$ cat config.mk
export PLATFORM = sky130hd
export DESIGN_NAME = pwm_deadtime
export DESIGN_NICKNAME = d
export VERILOG_FILES = /design/src/rtl/pwm_pkg.sv /design/src/rtl/pwm_dt_cnt.sv /design/src/rtl/pwm_deadtime.sv
export SDC_FILE = /design/constraint.sdc
export NUM_CORES = 1
export LEC_CHECK = 0
export BUFFER_PORTS_ARGS = -buffer_cell sky130_fd_sc_hd__buf_2
export CAP_MARGIN = 5
export CORE_MARGIN = 3
export CORE_UTILIZATION = 55
export DETAILED_ROUTE_END_ITERATION = 7
export PLACE_DENSITY = 0.78
export REMOVE_ABC_BUFFERS = 1
export SLEW_MARGIN = 0
export SYNTH_ARGS = -nofsm -noshare
export SYNTH_HDL_FRONTEND = slang
export SYNTH_SLANG_ARGS = --single-unit
$ cat constraint.sdc
create_clock -name clk -period 1.95 [get_ports clk]
set_input_delay 0.0975 -clock clk [delete_from_list [all_inputs] [get_ports clk]]
set_output_delay 0.0975 -clock clk [all_outputs]
set_load 0.01 [all_outputs]
$ cat src/rtl/pwm_pkg.sv
// Shared types and defaults for the PWM dead-time generator.
package pwm_pkg;

    localparam int DT_WIDTH_DEF = 8;

    typedef enum logic [2:0] {
        IDLE  = 3'd0,
        DT_H  = 3'd1,
        ON_H  = 3'd2,
        DT_L  = 3'd3,
        ON_L  = 3'd4,
        FAULT = 3'd5
    } state_t;

endpackage

$ cat src/rtl/pwm_dt_cnt.sv
// Loadable dead-time down-counter; flags the cycle on which the count reaches zero.
module pwm_dt_cnt #(
    parameter int W = 8
) (
    input  logic         clk,
    input  logic         rst_n,
    input  logic         load,
    input  logic [W-1:0] load_val,
    input  logic         dec,
    output logic         last
);

    logic [W-1:0] cnt;

    always_ff @(posedge clk or negedge rst_n) begin
        if (!rst_n) begin
            cnt <= '0;
        end else if (load) begin
            cnt <= load_val;
        end else if (dec && (cnt != '0)) begin
            cnt <= cnt - 1'b1;
        end
    end

    // The decrement on this edge lands on zero, so the dead interval ends here.
    assign last = (cnt == W'(1));

endmodule

$ cat src/rtl/pwm_deadtime.sv
// Complementary gate-drive generator with dead-time insertion and latched break.
//
// state | meaning
// IDLE  | outputs off, waiting for EN
// DT_H  | dead interval before high side turns on
// ON_H  | high side driven
// DT_L  | dead interval before low side turns on
// ON_L  | low side driven
// FAULT | break latched, outputs off until BRK_CLR
module pwm_deadtime
    import pwm_pkg::*;
#(
    parameter int DT_WIDTH = DT_WIDTH_DEF
) (
    input  logic                clk,
    input  logic                rst_n,
    input  logic                EN,
    input  logic                PWM_IN,
    input  logic [DT_WIDTH-1:0] DTG,
    input  logic                BRK,
    input  logic                BRK_CLR,
    output logic                OUT_H,
    output logic                OUT_L,
    output logic                BRK_FLAG
);

    state_t state, next_state;
    logic   cnt_load, cnt_dec, cnt_last;
    logic   dtg_zero;

    assign dtg_zero = (DTG == '0);

    pwm_dt_cnt #(.W(DT_WIDTH)) u_dt_cnt (
        .clk      (clk),
        .rst_n    (rst_n),
        .load     (cnt_load),
        .load_val (DTG),
        .dec      (cnt_dec),
        .last     (cnt_last)
    );

    always_ff @(posedge clk or negedge rst_n) begin
        if (!rst_n) begin
            state <= IDLE;
        end else begin
            state <= next_state;
        end
    end

    always_comb begin
        next_state = state;
        cnt_load   = 1'b0;
        cnt_dec    = 1'b0;
        if (BRK) begin
            next_state = FAULT;
        end else if (state == FAULT) begin
            if (BRK_CLR) next_state = IDLE;
        end else if (!EN) begin
            next_state = IDLE;
        end else begin
            case (state)
                IDLE: begin
                    if (dtg_zero) begin
                        next_state = PWM_IN ? ON_H : ON_L;
                    end else begin
                        next_state = PWM_IN ? DT_H : DT_L;
                        cnt_load   = 1'b1;
                    end
                end
                DT_H: begin
                    // A pulse shorter than the dead time falls back to the low side.
                    if (!PWM_IN)       next_state = ON_L;
                    else if (cnt_last) next_state = ON_H;
                    else               cnt_dec    = 1'b1;
                end
                ON_H: begin
                    if (!PWM_IN) begin
                        if (dtg_zero) begin
                            next_state = ON_L;
                        end else begin
                            next_state = DT_L;
                            cnt_load   = 1'b1;
                        end
                    end
                end
                DT_L: begin
                    if (PWM_IN)        next_state = ON_H;
                    else if (cnt_last) next_state = ON_L;
                    else               cnt_dec    = 1'b1;
                end
                ON_L: begin
                    if (PWM_IN) begin
                        if (dtg_zero) begin
                            next_state = ON_H;
                        end else begin
                            next_state = DT_H;
                            cnt_load   = 1'b1;
                        end
                    end
                end
                default: next_state = IDLE;
            endcase
        end
    end

    // Outputs decode the state being entered so they change on the same edge as the state.
    always_ff @(posedge clk or negedge rst_n) begin
        if (!rst_n) begin
            OUT_H    <= 1'b0;
            OUT_L    <= 1'b0;
            BRK_FLAG <= 1'b0;
        end else begin
            OUT_H    <= (next_state == ON_H);
            OUT_L    <= (next_state == ON_L);
            BRK_FLAG <= (next_state == FAULT);
        end
    end

endmodule

Yosys cells after proc, flatten, opt, wreduce, memory -nomap -nowiden

Index checks and enable logic that the tools add are counted.

Memories kept: 0
Bits of input ports: 14
Memory bits (writable): 0
Bits in registers: 14
Bits in latches: 0
Logic and storage cells: 52
Output and inout port bits: 3
Bits in read-only memories: 0

Multiplexer cells: 32
Reduce and logical (&&, ||, !) cells: 5
Equal/unequal tests: 9
Shifts and indexed selects: 0
Bitwise gates (word level): 0
Div/mod/pow operators: 0
Magnitude comparators: 0
Add/subtract/negate cells: 1
Multipliers: 0

Operators with widths:

| operator            | number |
|---|---|
| $mux 3              | 13 |
| $mux 8              | 2 |
| $pmux 3 s5          | 1 |
| $eq 3x3->1 const B  | 4 |
| $mux 1              | 12 |
| $eq 3x2->1 const B  | 3 |
| $eq 8x1->1 const B  | 1 |
| $logic_not 8->1     | 1 |
| $reduce_bool 8->1   | 1 |
| $sub 8x1->8 const B | 1 |
| $mux 2              | 2 |
| $eq 3x1->1 const B  | 1 |
| $logic_not 3->1     | 1 |
| $pmux 1 s3          | 1 |
| $pmux 1 s2          | 1 |
| $reduce_bool 2->1   | 1 |
| $logic_and 1x1->1   | 1 |

Logic depth before layout (Yosys ltp)

Word-level depth: 10
Mapped depth: 9
Gate-level depth less buffers: 9

By module

Synthesis repeated with hierarchy kept, for this count alone.

Cell total of the unflattened synthesis: 125
Area, all modules: 1,121.1 um^2

By module, submodules not included:

| module       | instances | area an instance (um^2) | cells an instance | seq. area each (um^2) |
|---|---|---|---|---|
| pwm_dt_cnt   | 1         | 574.3                   | 64                | 200.2 |
| pwm_deadtime | 1         | 546.8                   | 61                | 150.1 |

Worst setup path after synthesis

No wires, ideal clock.

Path kind: input port to flip-flop
From: in DTG[4]
To: reg u_dt_cnt.cnt[3]
Arrival: 1.639 ns
Library setup time: 0.126 ns
Path slack: 0.185 ns
Cell stages on the path: 8
Data required time: 1.824 ns
Path buffers: 1
Path through: nor4_1 -> nand2_1 -> ha_1 -> nand3b_1 -> o21ai_0 -> o211a_1 -> buf_2 -> a221o_1

Cells in the longest elaborated chain, start to end: 8
Elaborated cells on any way between the ends: 10
Classes of those cells: mux (8); reduce/logical (2)

RTL lines:

| element                                     | line                                                       | RTL |
|---|---|---|
| start, declared                             | pwm_deadtime.sv:19                                         | `input logic [DT_WIDTH-1:0] DTG,` |
| $logic_not 8->1 *                           | pwm_deadtime.sv:31                                         | `assign dtg_zero = (DTG == '0);` |
| $mux 1 *                                    | pwm_deadtime.sv:63, pwm_deadtime.sv:78, pwm_deadtime.sv:93 |  |
| $mux 1 (on tied branches)                   | pwm_deadtime.sv:92, pwm_deadtime.sv:77                     |  |
| $pmux 1 s3 *                                | pwm_deadtime.sv:61                                         | `case (state)` |
| $mux 1 *                                    | pwm_deadtime.sv:58                                         | `end else if (!EN) begin` |
| $mux 1 *                                    | pwm_deadtime.sv:56                                         | `end else if (state == FAULT) begin` |
| $mux 1 *                                    | pwm_deadtime.sv:54                                         | `if (BRK) begin` |
| $mux 8 or $reduce_bool 2->1 (tied branches) | -                                                          |  |
| end signal, assigned                        | pwm_dt_cnt.sv:19                                           | `cnt <= load_val;` |
| end signal, assigned                        | pwm_dt_cnt.sv:21                                           | `cnt <= cnt - 1'b1;` |
| end, declared                               | pwm_dt_cnt.sv:13                                           | `logic [W-1:0] cnt;` |

Every way passes the cells marked *; elsewhere a longest branch is shown, timed or not.
A chain may end at the register's enable or synchronous reset.

Worst setup path in the final report

From: reg u_dt_cnt.cnt[6]
To: reg u_dt_cnt.cnt[5]

Cells in the longest elaborated chain, start to end: 9
Elaborated cells on any way between the ends: 11
Classes of those cells: eq/ne (1); mux (7); reduce/logical (3)

RTL lines:

| element                       | line                                   | RTL |
|---|---|---|
| $eq 8x1->1                    | pwm_dt_cnt.sv:26                       | `assign last = (cnt == W'(1));` |
| $mux 1                        | pwm_deadtime.sv:73, pwm_deadtime.sv:88 |  |
| $mux 1 (on tied branches)     | pwm_deadtime.sv:87, pwm_deadtime.sv:72 |  |
| $pmux 1 s2                    | pwm_deadtime.sv:61                     |  |
| $mux 1                        | pwm_deadtime.sv:58                     |  |
| $mux 1                        | pwm_deadtime.sv:56                     |  |
| $mux 1                        | pwm_deadtime.sv:54                     |  |
| $logic_and 1x1->1 *           | pwm_dt_cnt.sv:20                       | `end else if (dec && (cnt != '0)) begin` |
| $reduce_bool 2->1 (no line) * | -                                      |  |

Marked as above.

==> results.py <==
metrics = {
    "die": {
        "dieArea_um2": 2470,
        "coreArea_um2": 1760,
        "io_pins": 17,
        "start_util_pct": 59.6,
        "die_x_um": 49.7,
        "rows": 15,
        "die_h_um": 49.7,
    },
    "sta": {
        "fmax_ghz": 0.533,
        "rsz0062_at_grt": "no",
        "fin_crit_ns": 1.88,
        "hold_viol": 0,
        "slew_viol_final": 0,
        "fin_crit_sh_pct": 96.3,
        "worst_pin_slew_ns": 0.408,
        "maxSlewHeadroom_pct": 72.8,
        "setup_viol": 0,
        "fin_skew_ns": 0.00185,
    },
    "pwr": {
        "p_leak_uw": 0.000565,
        "power.density_nw_per_um2": 866,
        "peakVddDrop_mv": 0.886,
        "finalPower_uw": 1100,
    },
    "hold_path": {
        "worstHoldEndpoint": "state[1]",
        "hold_path_depth": 2,
        "hold_class": "in2reg",
        "holdCritStartpoint": "BRK",
    },
    "cells_and_area": {
        "drive_gt1_share_pct": 28.0,
        "instances_no_fill": 168,
        "diodes": 0,
        "fin_nets": 163,
        "fill_cells": 139,
        "area_growth_pct": 21.1,
    },
    "detailed_routing": {
        "firstDrtPassIters": 4,
        "wl_per_cell_um": 15.3,
        "antenna_left": 0,
        "viasPerCell": 6.07,
        "vias": 1019,
        "drc_errors": 0,
        "drtIter0Drc": 32,
        "wirelength_um": 2580,
    },
    "setup_path": {
        "critPathKind": "reg2reg",
        "crit_required_ns": 2.12,
        "start_kind": "flop",
        "reg2reg_slack_ns": 0.07,
        "rr_worst_depth": 5,
        "cp.arrival_ns": 2.05,
        "endpoint_kind": "flop",
        "path_max_fanout": 8,
        "reg2reg_from": "u_dt_cnt.cnt[6]",
        "timing.rr.end": "u_dt_cnt.cnt[5]",
    },
    "job": {
        "maxCapViolCount": 0,
    },
    "status": {
        "status": "completed",
    },
    "synth": {
        "synth_cell_type_count": 42,
        "synth-seq-area-share_pct": 33.3,
        "yosys_warnings": 0,
        "netlist_area_um2": 1050,
        "avgSynthCellArea_um2": 9.06,
        "synth.ff_latch_count": 14,
        "synth_cells": 116,
    },
    "clock_tree": {
        "post_cts_buffers": 0,
        "h-tree-depth": 1,
        "cts_buffers": 3,
        "cts_tree": "built",
        "cts_root_buffer": "clkbuf_4",
        "worstSkewPairLatency_ns": 0.28,
        "cts.path.max_buffers": 2,
        "cts.sinks": 14,
        "clk_pin_slew_ns": 0.09,
    },
    "global_route": {
        "grt.overflow.total": 0,
        "grt_max_degree": 15,
        "grt_util_all_layers_pct": 22.4,
        "grt_pass1_wl_um": 4370,
        "antenna_found_initial": 0,
        "grt_pass1_vias": 1020,
    },
    "placed_design": {
        "gp_congestion": 0.917,
        "place_inst": 163,
        "port_buffers": 16,
        "dp_hpwl_um": 1980,
    },
}
metal layers:
layer | wire length [um] | up-vias | GRT usage [%]
li1 | - | 487 | -
met1 | 1060 | 492 | 25.1
met2 | 1360 | 36 | 42.7
met3 | 139 | 4 | 5.14
met4 | 14 | 0 | 4.15
met5 | 0 | - | 0
Yosys cell counts (all sizes together):
master	number	area [um2]
and3	3	20.0
nand2	6	22.5
nand3b	1	7.51
a221o	5	50.1
o211ai	1	7.51
dfrtp	14	350
nor2	8	30.0
clkinv	1	3.75
nand2b	1	6.26
or4	1	7.51
nor3	6	30.0
a22o	1	8.76
nand4	1	6.26
o32a	1	10.0
or3	1	6.26
and2	1	6.26
o2111a	1	11.3
inv	8	30.0
o211a	1	10.0
buf	6	36.3
o311ai	1	8.76
and2b	1	8.76
and3b	1	8.76
xnor2	1	8.76
and4	1	8.76
o32ai	1	8.76
xor2	1	8.76
a21oi	4	20.0
a31oi	2	12.5
ha	5	62.6
a211oi	3	22.5
nor4	6	52.6
a311oi	2	35.0
nand3	3	15.0
o21ai	8	43.8
mux2i	4	40.0
nor2b	4	25.0
logic make-up (layout without fill, tap and decap cells):
logic type,Yosys count,after routing,synth area share (%)
buffers and inverters,15,42,6.67
flip-flops,14,14,33.3
adder cells (fa/ha/maj),5,5,5.95
AND/OR/NAND/NOR,45,45,24.9
AO/OA/AOI/OAI,31,31,23.7
multiplexers,4,4,3.81
XOR/XNOR,2,2,1.67
timing repair:
action | in CTS | in global routing
gates resized for setup | 0 | 3
hold endpoints to repair | 14 | 0
setup endpoints to repair | 0 | 9
hold buffers | 1 | 0
stage by stage:
step	worst slack, ns	instance area, um2	utilization [%]	hold slack, ns	TNS, ns
global route	0.000756	1270	72.1	0.0198	0
global placement	-0.0580	1220	68.9	0.00652	-0.323
finish	0.0723	1270	72.1	0.0306	0
detailed placement	-0.172	1220	68.9	0.00740	-1.48
CTS	0.0539	1260	71.6	0.0294	0
floorplan	0.226	1010	-	-0.198	0
how the worst max path moves through the flow:
stage,start,to,cells past startpoint
global route,u_dt_cnt.cnt[6],u_dt_cnt.cnt[5],5
detailed placement,DTG[0],u_dt_cnt.cnt[6],9
CTS,u_dt_cnt.cnt[1],u_dt_cnt.cnt[7],6
global placement,DTG[0],OUT_H,9
finish,u_dt_cnt.cnt[6],u_dt_cnt.cnt[5],5
floorplan,u_dt_cnt.cnt[0],u_dt_cnt.cnt[3],6
area by class of cell:
type | count | area (um2) | share of cell area, %
Inverter | 9 | 33.8 | 2.65
Multi-Input combinational cell | 87 | 641 | 50.3
Sequential cell | 14 | 350 | 27.5
Timing Repair Buffer | 29 | 180 | 14.2
Clock buffer | 4 | 36.3 | 2.85
Tap cell | 25 | 31.3 | 2.46
state kept, by name, indices dropped and copies added (netlist names):
register,flops
BRK_FLAG,1
OUT_L,1
state,3
u_dt_cnt.cnt,8
OUT_H,1
power by group:
part / switching [uW] / internal [uW] / leakage (uW) / total (uW)
registers: 100 / 370 / 0.000171 / 470
clock network: 98.3 / 114 / 0.0000210 / 212
logic: 217 / 203 / 0.000374 / 420
worst max-delay path, stage by stage, from the launching register on:
cell,delay (ns)
dfrtp_1,0.44
nor4_4,0.37
o211ai_1,0.17
and3b_2,0.33
mux2i_1,0.14
a221o_1,0.31
placed cells by master, fill, tap and decap left out, types with 2 or more instances in the layout:
master    Yosys  final
buf_2         5     16
dfrtp_1      14     14
buf_4         0     12
inv_1         8      8
o21ai_0       7      7
nor2_1        8      7
nand2_1       6      6
nor3_1        6      6
a221o_1       5      5
ha_1          5      5
nor4_1        5      4
mux2i_1       4      4
nor2b_1       4      4
a21oi_1       4      4
nand3_1       3      3
a211oi_1      3      3
clkbuf_4      0      3
a31oi_1       2      2
and3_1        2      2
Power figures use the tool's default switching activity.
